`config.mk`:
```
export PLATFORM = sky130hd
export DESIGN_NAME = if_hazard_ctrl
export DESIGN_NICKNAME = d
export VERILOG_FILES = /design/src/rtl/pipe_ctrl_pkg.sv /design/src/rtl/hazard_perf_cnt.sv /design/src/rtl/if_hazard_ctrl.sv
export SDC_FILE = /design/constraint.sdc
export NUM_CORES = 1
export LEC_CHECK = 0
export CAP_MARGIN = 20
export CORE_MARGIN = 8
export CORE_UTILIZATION = 34
export CTS_CLUSTER_SIZE = 16
export DETAILED_ROUTE_END_ITERATION = 10
export PLACE_DENSITY_LB_ADDON = 0.05
export SETUP_SLACK_MARGIN = 0.05
export SYNTH_ARGS = -nofsm -noshare
export SYNTH_HDL_FRONTEND = slang
export SYNTH_HIERARCHICAL = 1
export SYNTH_SLANG_ARGS = --single-unit
export TNS_END_PERCENT = 100
```
`constraint.sdc`:
```
create_clock -name CLK -period 1.4 [get_ports CLK]
set_input_delay 0.28 -clock CLK [delete_from_list [all_inputs] [get_ports CLK]]
set_output_delay 0.28 -clock CLK [all_outputs]
set_load 0.005 [all_outputs]
```
`src/rtl/pipe_ctrl_pkg.sv`:
```
// pipe_ctrl_pkg
//   Shared constants and types for the MIPS pipeline control logic:
//   FSM state encoding, register-field width and the register-zero
//   constant, plus the load-use hazard compare used by if_hazard_ctrl.
package pipe_ctrl_pkg;

    localparam int REG_W = 5;
    localparam logic [REG_W-1:0] REG_ZERO = 5'd0;

    typedef enum logic {
        ST_RUN   = 1'b0,
        ST_STALL = 1'b1
    } pipe_state_t;

    // A load in EX writing a non-zero register that the ID instruction reads.
    // $zero is never a real producer, so it can never cause a stall.
    function automatic logic load_use_hz(
        input logic             ex_mem_read,
        input logic [REG_W-1:0] ex_rt,
        input logic [REG_W-1:0] id_rs,
        input logic [REG_W-1:0] id_rt,
        input logic             id_uses_rt
    );
        return ex_mem_read && (ex_rt != REG_ZERO) &&
               ((ex_rt == id_rs) || (id_uses_rt && (ex_rt == id_rt)));
    endfunction

endpackage

```
`src/rtl/hazard_perf_cnt.sv`:
```
// hazard_perf_cnt
//   Saturating up-counter: increments while i_inc is high and holds at
//   all-ones instead of wrapping.
// Ports:
//   i_clk  clock (rising edge)
//   i_rst  asynchronous active-high reset, clears the count
//   i_inc  increment enable
//   o_cnt  current count
module hazard_perf_cnt #(
    parameter int CNT_W = 16
) (
    input  logic             i_clk,
    input  logic             i_rst,
    input  logic             i_inc,
    output logic [CNT_W-1:0] o_cnt
);

    logic [CNT_W-1:0] r_cnt;
    logic             w_sat;

    assign w_sat = &r_cnt;

    always_ff @(posedge i_clk or posedge i_rst) begin
        if (i_rst)
            r_cnt <= '0;
        else if (i_inc && !w_sat)
            r_cnt <= r_cnt + 1'b1;
    end

    assign o_cnt = r_cnt;

endmodule

```
`src/rtl/if_hazard_ctrl.sv`:
```
// if_hazard_ctrl
//   IF-stage / pipeline-register sequencer for the MIPS core. Detects
//   load-use hazards and holds PC and IF/ID for LOAD_STALL cycles while
//   bubbling ID/EX; resolves taken branches from MEM by selecting the
//   branch target and flushing IF/ID, ID/EX and EX/MEM.
// Optional feature macro: HAZARD_PERF_CNT_EN (adds STALL_CNT / FLUSH_CNT).
// Ports:
//   CLK, RST              clock, asynchronous active-high reset
//   ID_RS, ID_RT          source fields of the ID instruction
//   ID_USES_RT            ID instruction reads rt
//   EX_MEM_READ, EX_RT    load in EX and its destination register
//   BRANCH_TAKEN          branch resolved taken in MEM
//   PC_WRITE, IF_ID_WRITE load enables
//   IF_ID_FLUSH, ID_EX_FLUSH, EX_MEM_FLUSH  bubble inserts
//   PC_SRC                0 = PC+4, 1 = branch target
//   STATE                 registered FSM state (0 RUN, 1 STALL)
//   STALL_CNT, FLUSH_CNT  saturating perf counters (macro only)
module if_hazard_ctrl
    import pipe_ctrl_pkg::*;
#(
    parameter int LOAD_STALL = 1,
    parameter int CNT_W      = 16
) (
    input  logic             CLK,
    input  logic             RST,
    input  logic [REG_W-1:0] ID_RS,
    input  logic [REG_W-1:0] ID_RT,
    input  logic             ID_USES_RT,
    input  logic             EX_MEM_READ,
    input  logic [REG_W-1:0] EX_RT,
    input  logic             BRANCH_TAKEN,
    output logic             PC_WRITE,
    output logic             IF_ID_WRITE,
    output logic             IF_ID_FLUSH,
    output logic             ID_EX_FLUSH,
    output logic             EX_MEM_FLUSH,
    output logic             PC_SRC,
    output logic             STATE
`ifdef HAZARD_PERF_CNT_EN
    ,
    output logic [CNT_W-1:0] STALL_CNT,
    output logic [CNT_W-1:0] FLUSH_CNT
`endif
);

    // Cycles still to stall after the first one.
    localparam logic [3:0] STALL_EXTRA = 4'(LOAD_STALL - 1);

    pipe_state_t r_state, w_state_nxt;
    logic [3:0]  r_rem, w_rem_nxt;
    logic        w_hz;

    assign w_hz = load_use_hz(EX_MEM_READ, EX_RT, ID_RS, ID_RT, ID_USES_RT);

    always_ff @(posedge CLK or posedge RST) begin
        if (RST) begin
            r_state <= ST_RUN;
            r_rem   <= 4'd0;
        end else begin
            r_state <= w_state_nxt;
            r_rem   <= w_rem_nxt;
        end
    end

    always_comb begin
        PC_WRITE     = 1'b1;
        IF_ID_WRITE  = 1'b1;
        IF_ID_FLUSH  = 1'b0;
        ID_EX_FLUSH  = 1'b0;
        EX_MEM_FLUSH = 1'b0;
        PC_SRC       = 1'b0;
        w_state_nxt  = r_state;
        w_rem_nxt    = r_rem;

        if (RST) begin
            // Outputs follow reset combinationally so the pipeline is
            // frozen and bubbled the instant RST rises.
            PC_WRITE     = 1'b0;
            IF_ID_WRITE  = 1'b0;
            IF_ID_FLUSH  = 1'b1;
            ID_EX_FLUSH  = 1'b1;
            EX_MEM_FLUSH = 1'b1;
            w_state_nxt  = ST_RUN;
            w_rem_nxt    = 4'd0;
        end else if (BRANCH_TAKEN) begin
            // Branch beats any stall: the stalled instructions are on the
            // wrong path and get squashed anyway.
            PC_SRC       = 1'b1;
            IF_ID_WRITE  = 1'b0;
            IF_ID_FLUSH  = 1'b1;
            ID_EX_FLUSH  = 1'b1;
            EX_MEM_FLUSH = 1'b1;
            w_state_nxt  = ST_RUN;
            w_rem_nxt    = 4'd0;
        end else begin
            case (r_state)
                ST_RUN: begin
                    if (w_hz) begin
                        PC_WRITE    = 1'b0;
                        IF_ID_WRITE = 1'b0;
                        ID_EX_FLUSH = 1'b1;
                        w_rem_nxt   = STALL_EXTRA;
                        w_state_nxt = (STALL_EXTRA != 4'd0) ? ST_STALL : ST_RUN;
                    end
                end
                ST_STALL: begin
                    // Hazard input is ignored here; the load is already
                    // counted down by rem.
                    PC_WRITE    = 1'b0;
                    IF_ID_WRITE = 1'b0;
                    ID_EX_FLUSH = 1'b1;
                    w_rem_nxt   = r_rem - 4'd1;
                    if (r_rem == 4'd1)
                        w_state_nxt = ST_RUN;
                end
                default: begin
                    w_state_nxt = ST_RUN;
                    w_rem_nxt   = 4'd0;
                end
            endcase
        end
    end

    assign STATE = r_state;

`ifdef HAZARD_PERF_CNT_EN
    logic w_stall_inc;

    assign w_stall_inc = !PC_WRITE && !RST;

    hazard_perf_cnt #(.CNT_W(CNT_W)) u_stall_cnt (
        .i_clk (CLK),
        .i_rst (RST),
        .i_inc (w_stall_inc),
        .o_cnt (STALL_CNT)
    );

    hazard_perf_cnt #(.CNT_W(CNT_W)) u_flush_cnt (
        .i_clk (CLK),
        .i_rst (RST),
        .i_inc (BRANCH_TAKEN),
        .o_cnt (FLUSH_CNT)
    );
`endif

endmodule

```
* After elaboration in Yosys (flattened, before gate mapping)
Index checks and enable logic that the tools add are counted.
** Operators by class
- Reductions and logical operators :: 5
- Muxes and demuxes :: 21
- Bitwise operators :: 1
- Add/subtract/negate cells :: 1
- Equal/unequal tests :: 4
** Operators by type and width (number)
- $mux 1 :: 14
- $mux 4 :: 3
- $eq 5x5->1 :: 2
- $pmux 4 s2 :: 1
- $pmux 1 s2 :: 3
- $reduce_bool 5->1 :: 1
- $eq 4x1->1 const B :: 1
- $ne 4x4->1 const B :: 1
- $sub 4x1->4 const B :: 1
- $logic_and 1x1->1 :: 3
- $logic_or 1x1->1 :: 1
- $not 1->1 :: 1
** Storage, ports and cells
- Word-level logic and storage cells :: 34
- Register bits after elaboration :: 5
- Input port bits :: 20
- Output and inout bits :: 7

* Logic depth before layout (Yosys ltp)
Gate-level depths: netlist (run 1).
- Depth in word-level cells :: 8
- Mapped depth :: 5

* Least setup slack after synthesis (run 1)
Ideal clock, no wire load.
- Path kind :: input to output
- From :: input EX_RT[1]
- To :: output PC_WRITE
- Path slack :: -171 ps
- Arrival :: 1291 ps
- Buffers on the path :: 0
- Data required time :: 1120 ps
- Stages :: 4
- Cells stage by stage :: or4_4 o21ai_4 nor2_2 a221oi_2
** Between the ends
- Cells in the longest elaborated chain, start to end :: 8
- Elaborated cells on any way between the ends :: 11
** RTL lines
- start, declared :: line if_hazard_ctrl.sv:30 : input logic [REG_W-1:0] EX_RT,
- $eq 5x5->1 :: line pipe_ctrl_pkg.sv:25 : ((ex_rt == id_rs) || (id_uses_rt && (ex_rt == id_rt)));
- $logic_and 1x1->1 :: line pipe_ctrl_pkg.sv:25
- $logic_or 1x1->1 :: line pipe_ctrl_pkg.sv:25
- $logic_and 1x1->1 (*) :: line pipe_ctrl_pkg.sv:24 : return ex_mem_read && (ex_rt != REG_ZERO) &&
- $mux 1 (*) :: line if_hazard_ctrl.sv:98 : if (w_hz) begin
- $pmux 1 s2 (*) :: line if_hazard_ctrl.sv:96 : case (r_state)
- $mux 1 (*) :: line if_hazard_ctrl.sv:85 : end else if (BRANCH_TAKEN) begin
- $mux 1 (*) :: line if_hazard_ctrl.sv:75 : if (RST) begin
- end, declared :: line if_hazard_ctrl.sv:32 : output logic PC_WRITE,
Mark *: on every way between the ends. The rest lies on a longest branch, timed or not.

* Worst setup path after layout (run 1)
- From :: input EX_RT[3]
- To :: output PC_WRITE
Same word-level chain as after synthesis.

==> impl_metrics.env, run 1 <==
export IMPL_status="complete, but fails checks"
export IMPL_violations="setup timing"
export IMPL_synth_top_area_share_pct=23.92
export IMPL_fin_ws_ps=-418.9
export IMPL_die_y_um=55.22
export IMPL_antenna_cells=0
export IMPL_skew_ps=6.614
export IMPL_drt_total_wl_um=1874
export IMPL_synth_cell_types=27
export IMPL_syn_area_per_cell_um2=8.717
export IMPL_drv_cap=0
export IMPL_ff2ff_path_depth=5
export IMPL_crit_path_end_kind="output pin"
export IMPL_reg2reg_to="r_rem[3]"
export IMPL_hold_path_class="in -> async"
export IMPL_path_common_cell="buf_6"
export IMPL_reg2reg_setup_slack_ps=50
export IMPL_drc=0
export IMPL_dpl_cell_area_um2=904.6
export IMPL_cts_buffers=3
export IMPL_switching_share_pct=28.07
export IMPL_drive_gt1_share_pct=53.78
export IMPL_dpl_hpwl_um=1232
export IMPL_setup_violations=6
export IMPL_synth_top_area_cell="dfrtp_1"
export IMPL_vdd_ir_drop_max_mv=0.4201
export IMPL_crit_path_start_kind="input port"
export IMPL_cts_tree="yes"
export IMPL_syn_nets=82
export IMPL_synth_most_common_cell="xnor2_1"
export IMPL_slew_headroom_pct=83.63
export IMPL_crit_reg2reg_launch="STATE"
export IMPL_cts_clk_slew_worst_paths_ps=50
export IMPL_cpMaxStageDelayCell="or4_4"
export IMPL_clock_latency_ps=250
export IMPL_final_area_um2=1100
export IMPL_gp_congestion=0.7461
export IMPL_track_usage_pct=11.87
export IMPL_cp_required_ps=1120
export IMPL_routedWlPerCell_um=13.88
export IMPL_internal_power_mw=0.3931
export IMPL_via_per_inst=4.837
export IMPL_place_inst=115
export IMPL_cp_cell_sequence="buf_6 -> or4_4 -> o21ai_4 -> buf_6 -> nor2_2 -> a221oi_2 -> buf_2"
export IMPL_crit_buf_inv=3
export IMPL_io_pins=27
export IMPL_clock_path_buffers=2
export IMPL_setup_tns_final_ps=-1399
export IMPL_ant_nets=0
export IMPL_synthCells=60
export IMPL_slew_viol_final=0
export IMPL_yosys_warnings=6
export IMPL_num_rows=14
export IMPL_seqPwrFrac_pct=26.5
export IMPL_hold_buffers=0
export IMPL_arrival_ps=1540
export IMPL_min_period_ps=1819
export IMPL_ys_flop_type="dfrtp_1"
export IMPL_antenna_found_initial=0
export IMPL_p_leak_nw=0.5728
export IMPL_die_w_um=55.22
export IMPL_power_total_mw=0.5465
export IMPL_clockPowerShare_pct=31.8
export IMPL_max_stage_delay_ps=540
export IMPL_synth_edff_count=0
export IMPL_drtIter0Drc=2
export IMPL_grt_max_degree=10
export IMPL_port_buffers=26
export IMPL_fin_cells=135
export IMPL_first_pass_iters=3
export IMPL_hold_viol_final=0
export IMPL_critical_path_top_delay_family="simple AND/OR/NAND/NOR gates"
export IMPL_pwr_share_comb_pct=41.6
export IMPL_core_area_um2=1471
export IMPL_grt_pass1_wl_um=2960
export IMPL_gr_total_overflow=0
export IMPL_worst_pin_slew_ps=243.7
export IMPL_synth_top_cells_by_count="xnor2_1, dfrtp_1, inv_1"
export IMPL_netlist_area_um2=523.0
export IMPL_power_density_nw_per_um2=496.9
export IMPL_yosysSeqAreaShare_pct=23.92
export IMPL_async_flop_share_pct=100.0
export IMPL_synth_area_top_cells="dfrtp_1, xnor2_1, a221oi_2"
export IMPL_grt_setup_unrepaired="true"
export IMPL_root_buffer="clkbuf_4"
export IMPL_grt_pass1_vias=692
export IMPL_die_area_um2=3049
export IMPL_start_util_pct=35.54
export IMPL_criticalPathCategory="in -> out"
export IMPL_switchingPower_mw=0.1534
export IMPL_fmax_ghz=0.5498
export IMPL_synth_seq_cells=5
export IMPL_vias=653
export IMPL_crit_fanout=2
export IMPL_cts_sinks=5
export IMPL_h_tree_depth=1
export IMPL_syn_to_final_growth_pct=110.3
export IMPL_fin_nets=142
export IMPL_fin_crit_sh_pct=129.9
==> worst max-delay path by stage <==
stage | depth (start not counted) | endpoint | start
2_1_floorplan | 4 | PC_WRITE | EX_RT[1]
3_3_place_gp | 6 | PC_WRITE | EX_RT[1]
3_5_place_dp | 6 | PC_WRITE | EX_RT[1]
4_1_cts | 7 | PC_WRITE | EX_RT[3]
5_1_grt | 7 | PC_WRITE | EX_RT[3]
6_report | 7 | PC_WRITE | EX_RT[3]
==> layout by cell type (no fill, tap or decap), types with 2 or more instances in the layout <==
cell,instances
buf_4,22
buf_6,12
dlygate4sd2_1,11
xnor2_2,6
buf_2,6
dfrtp_1,5
xnor2_1,5
inv_1,5
nand2_1,3
a21o_1,3
nor2_1,3
clkbuf_4,3
clkbuf_2,3
nor2_2,2
a221oi_2,2
nor3b_1,2
nor3_1,2
ha_1,2
clkdlybuf4s15_1,2
==> cell type report <==
cell class	count	area, um2
repair buffers	57	474.2
inverters	6	23.77
flip-flops and latches	5	125.1
fillers	124	371.6
well taps	16	20.02
multi-input cells	47	430.4
clock buffers	4	26.28
==> registers in the layout (all words and copies together), names as in the netlist <==
signal	flops
r_rem	4
STATE	1
==> power groups by stage <==
stage / Clock [mW] / Sequential (mW) / Combinational, mW
after floorplan: 0 / 0.147 / 0.0589
after global placement: 0 / 0.147 / 0.179
after detailed placement: 0 / 0.147 / 0.180
after CTS: 0.176 / 0.145 / 0.203
after global routing: 0.195 / 0.145 / 0.243
final: 0.174 / 0.145 / 0.227
==> metrics by stage <==
stage	setup WS [ps]	hold slack, ps	util, %
finish	-418.9	231.6	74.74
CTS	-445.0	225.7	71.26
global route	-490.6	239.4	74.74
detailed placement	-1105	570.4	61.48
floorplan	-170.1	58.52	-
global placement	-1091	568.0	61.48
==> worst register-to-register path: stages, from the launching register on <==
cell     delay, ps
dfrtp_1        380
buf_6          120
buf_4          160
nor3b_1        140
a221o_1        290
a21o_1         150
==> what timing repair did <==
action	4_1_cts	5_1_grt
resized for setup	69	18
buffers inserted	13	4
setup endpoints to repair	11	9
pin swaps	14	14
==> cells by family (layout without fill, tap and decap cells) <==
group	count (synthesis)	after routing	share of synthesized area, %
DFF	5	5	23.92
buffers and inverters	8	67	6.459
AOI/OAI and AO/OA	16	16	27.99
and+or+nand+nor	18	18	18.42
adders and majority gates	2	2	4.784
xor gates and xnor gates	11	11	18.42
==> metal layers <==
layer / wire [um] / GRT usage, % / vias up
li1: - / - / 333
met1: 682 / 11.78 / 295
met2: 1000 / 19.23 / 20
met3: 155 / 6.621 / 5
met4: 35 / 6.338 / 0
met5: 0 / 0 / -
No activity file was read; power rests on OpenSTA's default activity.
==> run 2: changes to the inputs <==
--- a/config.mk
+++ b/config.mk
@@ -6,10 +6,11 @@
 export NUM_CORES = 1
 export LEC_CHECK = 0
 export CAP_MARGIN = 20
-export CORE_MARGIN = 8
-export CORE_UTILIZATION = 34
+export CORE_AREA = 8 8 45 47
 export CTS_CLUSTER_SIZE = 16
 export DETAILED_ROUTE_END_ITERATION = 10
+export DIE_AREA = 0 0 53 55
+export DONT_BUFFER_PORTS = 1
 export PLACE_DENSITY_LB_ADDON = 0.05
 export SETUP_SLACK_MARGIN = 0.05
 export SYNTH_ARGS = -nofsm -noshare
==> impl_metrics.env, run 2 (synthesized netlist as in run 1, its figures left out) <==
export IMPL_io_pins=27
export IMPL_wl_met3_um=151
export IMPL_fmax_ghz=0.6486
export IMPL_h_tree_depth=1
export IMPL_slew_headroom_pct=79.34
export IMPL_drt_total_wl_um=1243
export IMPL_slew_viol_final=0
export IMPL_fin_ws_ps=-141.9
export IMPL_crit_path_start_kind="input port"
export IMPL_criticalPathCategory="in -> out"
export IMPL_hold_path_class="in -> reg"
export IMPL_min_period_ps=1542
export IMPL_cpMaxStageDelayCell="or4_4"
export IMPL_hold_viol_final=0
export IMPL_routedWlPerCell_um=14.45
export IMPL_die_y_um=55
export IMPL_multiInputGateArea_um2=369.1
export IMPL_track_usage_pct=9.803
export IMPL_vdd_ir_drop_max_mv=0.2287
export IMPL_port_buffers=0
export IMPL_cts_clk_slew_worst_paths_ps=40
export IMPL_status="complete, but fails checks"
export IMPL_syn_to_final_growth_pct=19.62
export IMPL_met2_length_um=599
export IMPL_reg2reg_setup_slack_ps=140
export IMPL_cp_required_ps=1120
export IMPL_crit_buf_inv=1
export IMPL_cts_sinks=5
export IMPL_drv_cap=0
export IMPL_grt_max_degree=9
export IMPL_p_leak_nw=0.2784
export IMPL_die_area_um2=2915
export IMPL_power_density_nw_per_um2=611.7
export IMPL_skew_ps=1.111
export IMPL_critical_path_top_delay_family="simple AND/OR/NAND/NOR gates"
export IMPL_layout_commonest_cell="xnor2_1"
export IMPL_dpl_cell_area_um2=584.3
export IMPL_dpl_hpwl_um=1103
export IMPL_top_register="r_rem"
export IMPL_drtIter0Drc=3
export IMPL_drc=0
export IMPL_grt_pass1_wl_um=2076
export IMPL_fill_cells=140
export IMPL_vias=469
export IMPL_die_w_um=53
export IMPL_clock_path_buffers=2
export IMPL_power_total_mw=0.3827
export IMPL_antenna_found_initial=0
export IMPL_num_rows=14
export IMPL_fin_cells=86
export IMPL_core_area_um2=1384
export IMPL_grt_pass1_vias=502
export IMPL_topRoutingLayerUsed="met4"
export IMPL_start_util_pct=37.79
export IMPL_finalCoreUtilization_pct=45.21
export IMPL_root_buffer="clkbuf_4"
export IMPL_via_per_inst=5.453
export IMPL_final_area_um2=625.6
export IMPL_cts_buffers=3
export IMPL_crit_fanout=5
export IMPL_cts_setup_buffers=0
export IMPL_max_stage_delay_ps=540
export IMPL_layout_common_cells="xnor2_1, buf_4, dfrtp_1, inv_1"
export IMPL_largest_reg_flops=4
export IMPL_ant_nets=0
export IMPL_arrival_ps=1260
export IMPL_cp_cell_sequence="or4_4 -> o21ai_4 -> buf_4 -> o21a_1"
export IMPL_cts_tree="yes"
export IMPL_clock_latency_ps=240
export IMPL_fin_nets=93
export IMPL_gp_congestion=0.6930
export IMPL_regArea_um2=125.1
export IMPL_worst_pin_slew_ps=309.8
export IMPL_grt_setup_unrepaired="true"
export IMPL_crit_path_end_kind="output pin"
export IMPL_gr_total_overflow=0
export IMPL_fin_crit_sh_pct=110.1
export IMPL_preCtsSetupSlack_ps=-166.3
export IMPL_wl_met1_um=465
export IMPL_antenna_cells=0
export IMPL_place_inst=81
export IMPL_drive_gt1_share_pct=24.29
export IMPL_violations="setup timing"
export IMPL_setup_violations=3
export IMPL_first_pass_iters=2
-- run 2: changes by cell type in the layout (fill, tap and decap cells not counted), sizes merged --
cell / change
clkbuf: -3
clkdlybuf4s15: -2
dlymetal6s2s: -1
buf: -33
dlygate4sd2: -11
dlygate4sd3: +1
-- run 2: timing repair --
action | CTS | global route
gates cloned | 0 | 0
gates resized for setup | 1 | 0
hold endpoints to repair | 5 | 0
setup endpoints to repair | 4 | 3
pin swaps | 1 | 0
hold buffers | 1 | 0
-- run 2: metal layers --
metal  vias up  global-route usage [%]
li1        235                       -
met1       209                   9.174
met2        23                   15.82
met3         2                   5.348
met4         0                   7.759
met5         -                       0
-- run 2: final timing paths --
kind	from	end	cells after the start
worst max-delay path	EX_RT[1]	IF_ID_WRITE	4
worst min-delay path	EX_MEM_READ	r_rem[0]	2
worst max register to register	r_rem[0]	r_rem[1]	5
worst min register to register	r_rem[3]	STATE	2
max in group asynchronous	RST	r_rem[2]	2
min in group asynchronous	RST	STATE	2
-- run 2: cell type report --
type | count | area share (%)
inverter | 6 | 3.600
tap | 16 | 3.200
clock buffer | 4 | 4.200
multi-input combinational | 47 | 59.00
sequential | 5 | 20.00
timing repair buffer | 8 | 10.00
-- run 2: worst register-to-register path, stage by stage (launching register included) --
cell and delay, ps:
dfrtp_1 400, inv_1 60, ha_1 270, inv_1 40
a32o_2 220, a21o_1 150
-- run 2: per-stage QoR --
stage	setup TNS [ps]	hold WS (ps)
after floorplan	-208.6	58.52
after global placement	-438.1	91.25
after detailed placement	-451.1	99.55
after CTS	-425.1	279.1
after global routing	-489.5	294.4
final	-380.9	286.2
-- run 2: power by group --
group / total (mW) / internal, mW / switching, mW / leakage, nW
combinational: 0.0757 / 0.0413 / 0.0344 / 0.194
sequential: 0.145 / 0.145 / 0 / 0.0699
clock: 0.162 / 0.107 / 0.0544 / 0.0150
total: 0.383 / 0.294 / 0.0888 / 0.278
==> run 3: changes to the inputs <==
--- a/config.mk
+++ b/config.mk
@@ -11,7 +11,7 @@
 export DETAILED_ROUTE_END_ITERATION = 10
 export DIE_AREA = 0 0 53 55
 export DONT_BUFFER_PORTS = 1
-export PLACE_DENSITY_LB_ADDON = 0.05
+export PLACE_DENSITY_LB_ADDON = 0.3
 export SETUP_SLACK_MARGIN = 0.05
 export SYNTH_ARGS = -nofsm -noshare
 export SYNTH_HDL_FRONTEND = slang
==> impl_metrics.env, run 3 (synthesized netlist as in run 1, its figures left out) <==
export IMPL_power_density_nw_per_um2=623.0
export IMPL_multiInputGateArea_um2=369.1
export IMPL_hold_path_class="in -> reg"
export IMPL_ant_nets=0
export IMPL_antenna_found_initial=0
export IMPL_criticalPathCategory="in -> out"
export IMPL_hold_slack_ps=288.4
export IMPL_fin_cells=85
export IMPL_fin_nets=92
export IMPL_power_total_mw=0.3851
export IMPL_layout_common_cells="xnor2_1, buf_4, dfrtp_1, inv_1"
export IMPL_cts_clk_slew_worst_paths_ps=40
export IMPL_cts_setup_buffers=0
export IMPL_place_inst=80
export IMPL_skew_ps=1.245
export IMPL_antenna_cells=0
export IMPL_first_pass_iters=3
export IMPL_root_buffer="clkbuf_4"
export IMPL_io_pins=27
export IMPL_core_area_um2=1384
export IMPL_die_area_um2=2915
export IMPL_cp_required_ps=1120
export IMPL_hold_viol_final=0
export IMPL_die_w_um=53
export IMPL_crit_fanout=5
export IMPL_cts_sinks=5
export IMPL_slew_viol_final=0
export IMPL_worst_pin_slew_ps=318.4
export IMPL_drt_total_wl_um=1197
export IMPL_drtIter0Drc=4
export IMPL_crit_path_start_kind="input port"
export IMPL_layout_commonest_cell="xnor2_1"
export IMPL_cts_buffers=3
export IMPL_gp_congestion=0.7500
export IMPL_drv_cap=0
export IMPL_dpl_hpwl_um=1072
export IMPL_routedWlPerCell_um=14.08
export IMPL_slew_headroom_pct=78.78
export IMPL_regArea_um2=125.1
export IMPL_violations="setup timing"
export IMPL_die_y_um=55
export IMPL_arrival_ps=1260
export IMPL_cts_tree="yes"
export IMPL_grt_max_degree=8
export IMPL_fill_cells=153
export IMPL_p_leak_nw=0.2730
export IMPL_syn_to_final_growth_pct=18.18
export IMPL_vias=459
export IMPL_start_util_pct=37.79
export IMPL_crit_path_end_kind="output pin"
export IMPL_grt_setup_unrepaired="true"
export IMPL_drc=0
export IMPL_drive_gt1_share_pct=23.19
export IMPL_num_rows=14
export IMPL_largest_reg_flops=4
export IMPL_gr_total_overflow=0
export IMPL_track_usage_pct=8.667
export IMPL_min_period_ps=1535
export IMPL_status="complete, but fails checks"
export IMPL_grt_pass1_wl_um=1883
export IMPL_fmax_ghz=0.6513
export IMPL_vdd_ir_drop_max_mv=0.2687
export IMPL_top_register="r_rem"
export IMPL_fin_crit_sh_pct=109.7
export IMPL_fin_ws_ps=-135.3
export IMPL_grt_pass1_vias=468
export IMPL_port_buffers=0
export IMPL_clock_latency_ps=240
export IMPL_clock_path_buffers=2
export IMPL_setup_violations=3
export IMPL_h_tree_depth=1
export IMPL_via_per_inst=5.400
run 3: cell types whose count changed in the layout (fill, tap and decap cells not counted):
cell / delta
buf_4: -1
run 3: critical path, cell delays in order:
cell and delay (ps):
or4_4 530, o21ai_4 150, buf_4 150, o21a_1 140
run 3: area by class of cell:
cell class	count	share of cell area, %
clock buffers	4	4.251
flip-flops and latches	5	20.24
inverters	6	3.644
repair buffers	7	8.907
well taps	16	3.239
multi-input cells	47	59.72
run 3: metrics by stage:
stage | utilization [%] | worst slack, ps | TNS, ps | cell area, um2
global route | 44.67 | -180.0 | -483.7 | 618.1
floorplan | - | -170.1 | -208.6 | 523.0
global placement | 41.68 | -158.0 | -403.4 | 576.8
detailed placement | 41.68 | -158.9 | -426.1 | 576.8
finish | 44.67 | -135.3 | -360.6 | 618.1
CTS | 44.30 | -145.4 | -391.7 | 613.1
run 3: power by group:
part / switching, mW / total, mW / internal (mW)
registers: 0 / 0.145 / 0.145
clock network: 0.0568 / 0.164 / 0.108
logic: 0.0343 / 0.0756 / 0.0413
run 3: worst paths after layout:
path,depth (start not counted),slack (ps),end,from
setup / recovery,4,-140,IF_ID_WRITE,EX_RT[1]
hold / removal,2,290,r_rem[0],EX_MEM_READ
setup reg to reg,5,140,r_rem[1],r_rem[0]
hold reg to reg,2,630,STATE,r_rem[3]
max in group asynchronous,2,840,r_rem[2],RST
min in group asynchronous,2,400,r_rem[3],RST
run 3: layer usage:
metal  wire length (um)  vias to the layer above  global-route usage, %
li1                   -                      232                      -
met1                433                      205                  8.909
met2                621                       20                  14.06
met3                137                        2                  5.882
met4                  5                        0                  2.586
met5                  0                        -                      0
run 3: what timing repair did:
item                                   CTS  global route
setup endpoints to repair                3             4
gates cloned                             0             0
pin swaps                                1             0
endpoints found under the hold margin    5             0
hold buffers                             1             0
gates resized for setup                  0             1
